### src/rtl/disp_scroll_ctrl.sv
// ---------------------------------------------------------------------------
// disp_scroll_ctrl
//
// Purpose:
//   Scroll sequencer for the 4-digit multiplexed seven-segment driver. It holds
//   a 16-nibble message and shows a sliding 4-digit window on hex3..hex0,
//   where hex3 is the leftmost digit. The window moves one digit per scroll
//   tick. It either makes one pass through the message or loops forever.
//   A decimal point marks the digit that holds the last nibble of the message.
//
// Ports:
//   clk            system clock
//   reset          asynchronous, active-high reset
//   wr_en          write one message nibble (honoured only while idle)
//   wr_addr[3:0]   message buffer index 0..15
//   wr_data[3:0]   hex nibble to write
//   msg_len[4:0]   message length 1..16, sampled on start
//   loop           1 = scroll forever, 0 = one pass; sampled on start
//   start          single-cycle pulse that begins scrolling
//   stop           single-cycle pulse that aborts scrolling
//   hold           level input; freezes the scroll tick while high
//   hex3..hex0     digits to the display driver
//   dp_in[3:0]     decimal-point enables; dp_in[3] belongs to hex3
//   busy           high while scrolling
//   done           one-cycle pulse when a non-looping pass completes
//
// Every output is decoded from registers only. No input reaches an output
// combinationally.
// ---------------------------------------------------------------------------
module disp_scroll_ctrl #(
  parameter int TICK_DIV = 25000000,
  parameter int TW       = 25
) (
  input  logic       clk,
  input  logic       reset,
  input  logic       wr_en,
  input  logic [3:0] wr_addr,
  input  logic [3:0] wr_data,
  input  logic [4:0] msg_len,
  input  logic       loop,
  input  logic       start,
  input  logic       stop,
  input  logic       hold,
  output logic [3:0] hex3,
  output logic [3:0] hex2,
  output logic [3:0] hex1,
  output logic [3:0] hex0,
  output logic [3:0] dp_in,
  output logic       busy,
  output logic       done
);

  typedef enum logic {
    IDLE   = 1'b0,
    SCROLL = 1'b1
  } state_t;

  localparam logic [TW-1:0] TICK_LAST = TW'(TICK_DIV - 1);

  state_t        state_q, state_d;
  logic [3:0]    ptr_q, ptr_d;
  logic [TW-1:0] tick_q, tick_d;
  logic [4:0]    len_q, len_d;
  logic          loop_q, loop_d;
  logic          done_q, done_d;
  logic [3:0]    msg_q [16];

  logic          lenOk;
  logic          tickWrap;
  logic          ptrWrap;
  logic [3:0]    winIdx [4];
  logic [3:0]    lastHit;

  // A start request is only honoured for a length that fits the buffer.
  // tickWrap marks the last count of a scroll period. ptrWrap marks the
  // last message position, so the next step returns ptr to 0.
  assign lenOk    = (msg_len != 5'd0) && (msg_len <= 5'd16);
  assign tickWrap = (tick_q == TICK_LAST);
  assign ptrWrap  = (({1'b0, ptr_q} + 5'd1) == len_q);

  // Next-state logic for the sequencer.
  // In IDLE, a valid start latches the length and loop mode. It also clears
  // the pointer and tick counter. stop always wins over start and over a
  // coincident step. Reaching the end of a single pass returns to IDLE and
  // raises done for one cycle.
  always_comb begin
    state_d = state_q;
    ptr_d   = ptr_q;
    tick_d  = tick_q;
    len_d   = len_q;
    loop_d  = loop_q;
    done_d  = 1'b0;
    case (state_q)
      IDLE: begin
        if (start && !stop && lenOk) begin
          len_d   = msg_len;
          loop_d  = loop;
          ptr_d   = 4'd0;
          tick_d  = '0;
          state_d = SCROLL;
        end
      end
      SCROLL: begin
        if (stop) begin
          state_d = IDLE;
          ptr_d   = 4'd0;
          tick_d  = '0;
        end else if (!hold) begin
          if (tickWrap) begin
            tick_d = '0;
            if (ptrWrap) begin
              ptr_d = 4'd0;
              if (!loop_q) begin
                state_d = IDLE;
                done_d  = 1'b1;
              end
            end else begin
              ptr_d = ptr_q + 4'd1;
            end
          end else begin
            tick_d = tick_q + TW'(1);
          end
        end
      end
      default: begin
        state_d = IDLE;
      end
    endcase
  end

  // Sequencer registers.
  // Reset is asynchronous, so the display goes blank at the moment reset
  // is asserted, even in the middle of a scroll.
  always_ff @(posedge clk or posedge reset) begin
    if (reset) begin
      state_q <= IDLE;
      ptr_q   <= 4'd0;
      tick_q  <= '0;
      len_q   <= 5'd0;
      loop_q  <= 1'b0;
      done_q  <= 1'b0;
    end else begin
      state_q <= state_d;
      ptr_q   <= ptr_d;
      tick_q  <= tick_d;
      len_q   <= len_d;
      loop_q  <= loop_d;
      done_q  <= done_d;
    end
  end

  // Message buffer.
  // Writes are accepted only while idle, so a client cannot corrupt the
  // text that is on screen. Reset clears every entry.
  always_ff @(posedge clk or posedge reset) begin
    if (reset) begin
      for (int i = 0; i < 16; i++) begin
        msg_q[i] <= 4'd0;
      end
    end else if (wr_en && (state_q == IDLE)) begin
      msg_q[wr_addr] <= wr_data;
    end
  end

  // Window index for each digit: (ptr + k) mod len.
  // ptr is always below len and k is at most 3, so the raw sum is at most
  // len + 2. A message of length 1 can therefore need up to three
  // subtractions of len. Three conditional subtract stages cover every
  // length from 1 to 16 without a divider. A digit gets its decimal point
  // when its index is the last position of the message.
  always_comb begin
    logic [4:0] sum;
    lastHit = 4'b0000;
    for (int k = 0; k < 4; k++) begin
      sum = {1'b0, ptr_q} + 5'(k);
      if (sum >= len_q) sum = sum - len_q;
      if (sum >= len_q) sum = sum - len_q;
      if (sum >= len_q) sum = sum - len_q;
      winIdx[k]      = sum[3:0];
      lastHit[3 - k] = (sum == (len_q - 5'd1));
    end
  end

  // Output decode.
  // While idle, the display shows the first four buffer entries without
  // decimal points. While scrolling, it shows the sliding window.
  always_comb begin
    if (state_q == SCROLL) begin
      hex3  = msg_q[winIdx[0]];
      hex2  = msg_q[winIdx[1]];
      hex1  = msg_q[winIdx[2]];
      hex0  = msg_q[winIdx[3]];
      dp_in = lastHit;
    end else begin
      hex3  = msg_q[0];
      hex2  = msg_q[1];
      hex1  = msg_q[2];
      hex0  = msg_q[3];
      dp_in = 4'b0000;
    end
  end

  assign busy = (state_q == SCROLL);
  assign done = done_q;

endmodule

### config.mk
export PLATFORM = sky130hd
export DESIGN_NAME = disp_scroll_ctrl
export DESIGN_NICKNAME = d
export VERILOG_FILES = /design/src/rtl/disp_scroll_ctrl.sv
export SDC_FILE = /design/constraint.sdc
export NUM_CORES = 1
export LEC_CHECK = 0
export CAP_MARGIN = 20
export CORE_ASPECT_RATIO = 1.75
export CORE_MARGIN = 2
export CORE_UTILIZATION = 45
export CTS_BUF_LIST = sky130_fd_sc_hd__clkbuf_8
export DETAILED_ROUTE_END_ITERATION = 6
export GPL_ROUTABILITY_DRIVEN = 0
export PLACE_DENSITY = 0.73
export SYNTH_ARGS = -nofsm -noshare
export SYNTH_HDL_FRONTEND = slang
export SYNTH_SLANG_ARGS = --single-unit
### constraint.sdc
create_clock -name clk -period 17.76 [get_ports clk]
set_input_delay 3.552 -clock clk [delete_from_list [all_inputs] [get_ports clk]]
set_output_delay 3.552 -clock clk [all_outputs]
set_load 0.005 [all_outputs]
### Yosys cells after proc, flatten, opt, wreduce, memory -nomap -nowiden

Index checks and enable logic that the tools add are counted.

* shift operators: 0
* equal/unequal tests: 9
* multipliers: 0
* order comparisons: 19
* divide/modulo/power cells: 0
* $add $sub $neg: 18
* reduce and logical (&&, ||, !) cells: 10
* multiplexer cells: 56
* bitwise logic cells: 6

Operators by type and width (count)
* 25-bit two-way mux: 4
* 4-bit two-way mux: 19
* 4-bit binary-select mux with 4-bit select: 4
* 64-bit bitwise mux: 1
* 5-bit two-way mux: 12
* 5-bit >= comparator: 11
* 5-bit subtractor: 11
* 25-bit one-hot mux with 2 select lines: 1
* 25-bit by 1-bit adder with 25-bit output, second input constant: 1
* 25-bit equality test, second input constant: 1
* 5-bit equality test: 5
* 5-bit >= comparator, second input constant: 5
* 4-bit NOT with 5-bit output: 5
* 4-bit demux with 4-bit select: 1
* 1-bit two-way mux: 12
* 4-bit by 2-bit adder with 5-bit output, second input constant: 2
* 4-bit one-hot mux with 2 select lines: 1
* 4-bit by 1-bit adder with 5-bit output, second input constant: 1
* 4-bit by 5-bit >= comparator with 1-bit output: 1
* 5-bit less-or-equal comparator, second input constant: 1
* 1-bit logical AND: 5
* 5-bit by 1-bit < comparator with 1-bit output, second input constant: 1
* 5-bit nonzero test: 1
* 4-bit by 5-bit subtractor with 5-bit output: 1
* 10 further kinds: 11

* bits of input ports: 20
* memories: 0
* RAM bits: 0
* latch bits: 0
* memory bits (read-only): 0
* register bits after elaboration: 101
* output and inout bits: 22

### Longest topological paths before layout

* depth after elaboration: 12
* depth in mapped cells: 29
* depth with buffers taken out: 26

### Worst setup path after synthesis

Ideal clock, no wire load.

* path kind: reg2out
* start: register len_q[1]
* end: output port hex1[2]
* data required time: 14.208 ns
* setup slack: 7.848 ns
* stages on the path, launching flop included: 23
* arrival time: 6.360 ns
* cell sequence: dfrtp_1 inv_1 ha_1 nor2b_1 o31a_1 nor3_1 mux2i_1 a21oi_1 ha_1 and2_1 a221o_1 a21oi_1 o21bai_1 ha_1 a21oi_1 o21ai_0 a31oi_2 o21ai_0 o22ai_1 nand2b_1 nor2_1 or4_1 o211ai_1

* word-level cells in the longest chain between the ends: 11
* elaborated cells between the ends (all ways): 14
* classes of those cells: 3 x add/sub; 3 x order compare; 7 x mux; 1 x bitwise

RTL lines
* from (decl): RTL line 63 `logic [4:0] len_q, len_d;`
* from (signal assigned): RTL line 146 `len_q <= len_d;`
* 5-bit subtractor or 5-bit >= comparator (tied branches): RTL line 176 `if (sum >= len_q) sum = sum - len_q;`
* 5-bit two-way mux: RTL line 176
* 5-bit subtractor or 5-bit >= comparator (tied branches): RTL line 177 `if (sum >= len_q) sum = sum - len_q;`
* 5-bit two-way mux: RTL line 177
* 5-bit subtractor or 5-bit >= comparator (tied branches): RTL line 178 `if (sum >= len_q) sum = sum - len_q;`
* 5-bit two-way mux (*): RTL line 178
* 4-bit NOT with 5-bit output (not written as such) (*): RTL line 191 `hex1 = msg_q[winIdx[2]];`
* 4-bit binary-select mux with 4-bit select (*): RTL line 191
* 4-bit two-way mux (not written as such) (*) (2 in a row): RTL line 191
* 4-bit two-way mux (*): RTL line 188 `if (state_q == SCROLL) begin`
* to (decl): RTL line 46 `output logic [3:0] hex1,`

Mark *: on every way between the ends. The rest lies on a longest branch, timed or not. The select of a mux whose other input is x is not followed.

### Worst setup path in the final report

* start: register ptr_q[1]
* end: output port dp_in[0]

* word-level cells in the longest chain between the ends: 9
* elaborated cells between the ends (all ways): 12
* classes of those cells: 4 x add/sub; 3 x order compare; 1 x eq/ne; 4 x mux

RTL lines
* from (decl): RTL line 61 `logic [3:0] ptr_q, ptr_d;`
* from (signal assigned): RTL line 144 `ptr_q <= ptr_d;`
* 4-bit by 2-bit adder with 5-bit output (*): RTL line 175 `sum = {1'b0, ptr_q} + 5'(k);`
* 5-bit subtractor or 5-bit >= comparator (tied branches): RTL line 176
* 5-bit two-way mux (*): RTL line 176
* 5-bit subtractor or 5-bit >= comparator (tied branches): RTL line 177
* 5-bit two-way mux (*): RTL line 177
* 5-bit subtractor or 5-bit >= comparator (tied branches): RTL line 178
* 5-bit two-way mux (*): RTL line 178
* 5-bit equality test (*): RTL line 180 `lastHit[3 - k] = (sum == (len_q - 5'd1));`
* 4-bit two-way mux (*): RTL line 188
* to (decl): RTL line 48 `output logic [3:0] dp_in,`

Mark *: on every way between the ends. The rest lies on a longest branch, timed or not.

==> reports/metrics.cfg <==
[logic_synthesis]
synth_top_area_share_pct=24.28
post_synth.cell_area_avg_sq_um=8.905
yosysTopAreaCell=dfrtp_1
synth_nets=1264
synthArstFlopShare_pct=100.0
synth_cells=1169
ys_warn_count=0
ys_seq_elements=101
yosys-top-cells-area=dfrtp_1 24%, mux2_2 12%, mux2i_1 10%
ys_types=73
netlist_area_sq_um=10410
yosysSeqAreaShare_pct=24.28
ys.flop_type=dfrtp_1
synth-edff-count=0

[drt]
via_per_inst=6.300
first_iter_violations=568
drc=0
post_drt_wl_per_cell_um=20.80
final_antenna_net_count=0
via_count=9437
wirelength_um=31160
dr.pass1.iters=5

[setup_path]
r2r_slack_ns=14.52
cp_common_cell=ha_1
worstSetupStartpoint=ptr_q[1]
rr_worst_depth=8
start_kind=flip-flop
cp_slowest_stage_delay_ns=0.62
worstSetupEndpoint=dp_in[0]
cp.required_ns=14.21
critPathTopFamily=compound AO/OA/AOI/OAI gates
worst-path-buf-inv=4
cp_max_fo=23
path_class=flip-flop to output port
cp.depth=25
critPathArrivalTime_ns=8.30
r2r_start=tick_q[7]
end_kind=output port
reg2reg_to=ptr_q[2]
crit_path_top_delay_cell=a221oi_1

[floorplanning]
die-area_sq_um=24410
die-height_um=205.2
core_area_sq_um=22740
ios=42
start_util_pct=45.77
die_x_um=119.0
rows=73

[grt]
grt_pass1_wl_um=49820
antenna_found_initial=0
grt_pass1_vias=9517
grt_max_degree=71
track_usage_pct=25.92
gr-total-overflow=0

[timing]
finalCritPeriodShare_pct=66.71
setup-violations-final=0
hold_violations=0
slew_violations=0
final.setup_skew_ns=0.01929
rsz0062_at_grt=no
post-route-min-period_ns=11.85
fmax_mhz=84.40
tightest_slew_ns=1.097
setup_tns_ns=0
maxSlewHeadroom_pct=26.84

[clocking]
numCtsBuffers=9
htreeDepth=3
clockBufferDepth=2
cts_tree=yes
root_buffer=clkbuf_8
clk_latency_ns=0.41
cts_hold_buffers=0
cts_resized=0
clkSinkCount=101
path_clk_slew_ns=0.11
cts_setup_buffers=0

[cells_and_area]
n_antenna_cell=0
layout_commonest_cell=nand2_1
register_area_sq_um=2527
final_cell_mix=122 x nand2_1, 109 x mux2_2, 109 x mux2i_1
utilization_pct=49.68
fin_nets=1289
multi_input_area_sq_um=7513
num-fill-cells=2156
drive_above_1_share_pct=12.94
synthToLayoutAreaGrowth_pct=8.546

[placement]
portBuffers=41
hpwl_um=23670

[worst_hold_path]
hold_path.class=flip-flop to flip-flop

[status]
run_status=completed

[run]
maxCapViolCount=0

synthesized netlist by cell type (24+ instances only):
cell	n
a21oi_1	58
nor2_1	60
o21ai_0	45
nand2_1	122
mux2i_1	109
xor2_1	36
ha_1	63
mux2_2	109
nand3_1	29
inv_1	50
dfrtp_1	101
xnor2_1	32
a21o_1	24
logic make-up (layout without fill, tap and decap cells):
logic type      count (synthesis)  count (layout)  share of synthesized area (%)
flops                         101             101                          24.28
compound gates                280             280                          18.47
buf+inv                        93             122                          3.654
simple gates                  333             333                          15.51
mux                           219             219                          22.49
xor+xnor                       68              68                          5.721
fa+ha+maj                      75              75                          9.880
per-stage QoR:
step	std cells	hold slack [ns]	setup WS, ns	area, sq um
CTS	1498	0.5109	6.065	11300
global placement	1483	0.4871	6.787	11120
detailed placement	1483	0.4959	6.531	11120
finish	1498	0.5161	5.912	11300
global route	1498	0.5433	5.437	11300
floorplan	1169	0.4706	7.848	10410
worst min-delay path by stage:
stage	from	endpoint	slack, ns	cells after the start
floorplan	tick_q[0]	tick_q[0]	0.47	1
CTS	tick_q[0]	tick_q[0]	0.51	1
global placement	tick_q[0]	tick_q[0]	0.49	1
global route	tick_q[0]	tick_q[0]	0.54	1
finish	tick_q[0]	tick_q[0]	0.52	1
detailed placement	tick_q[0]	tick_q[0]	0.50	1
layer usage:
metal,vias up,global-route usage [%],wire (um)
met3,137,3.215,1379
met5,-,0,0
met1,4578,27.15,11360
met4,0,18.45,2353
li1,4378,-,-
met2,344,47.43,16070
registers in the layout, indices dropped and copies added, names as in the netlist:
signal,cells
tick_q,25
msg_q,64
ptr_q,4
len_q,5
loop_q,1
done,1
busy,1
layout make-up:
| class | instances | area share, % |
|---|---|---|
| tap | 300 | 3.322 |
| multi-input combinational | 975 | 66.49 |
| timing repair buffer | 53 | 4.429 |
| clock inverter | 6 | 0.4761 |
| sequential | 101 | 22.37 |
| clock buffer | 9 | 1.096 |
| inverter | 54 | 1.816 |
Power is not shown: default switching activity piles up to over one toggle a cycle in this logic, so the estimate is an artifact.
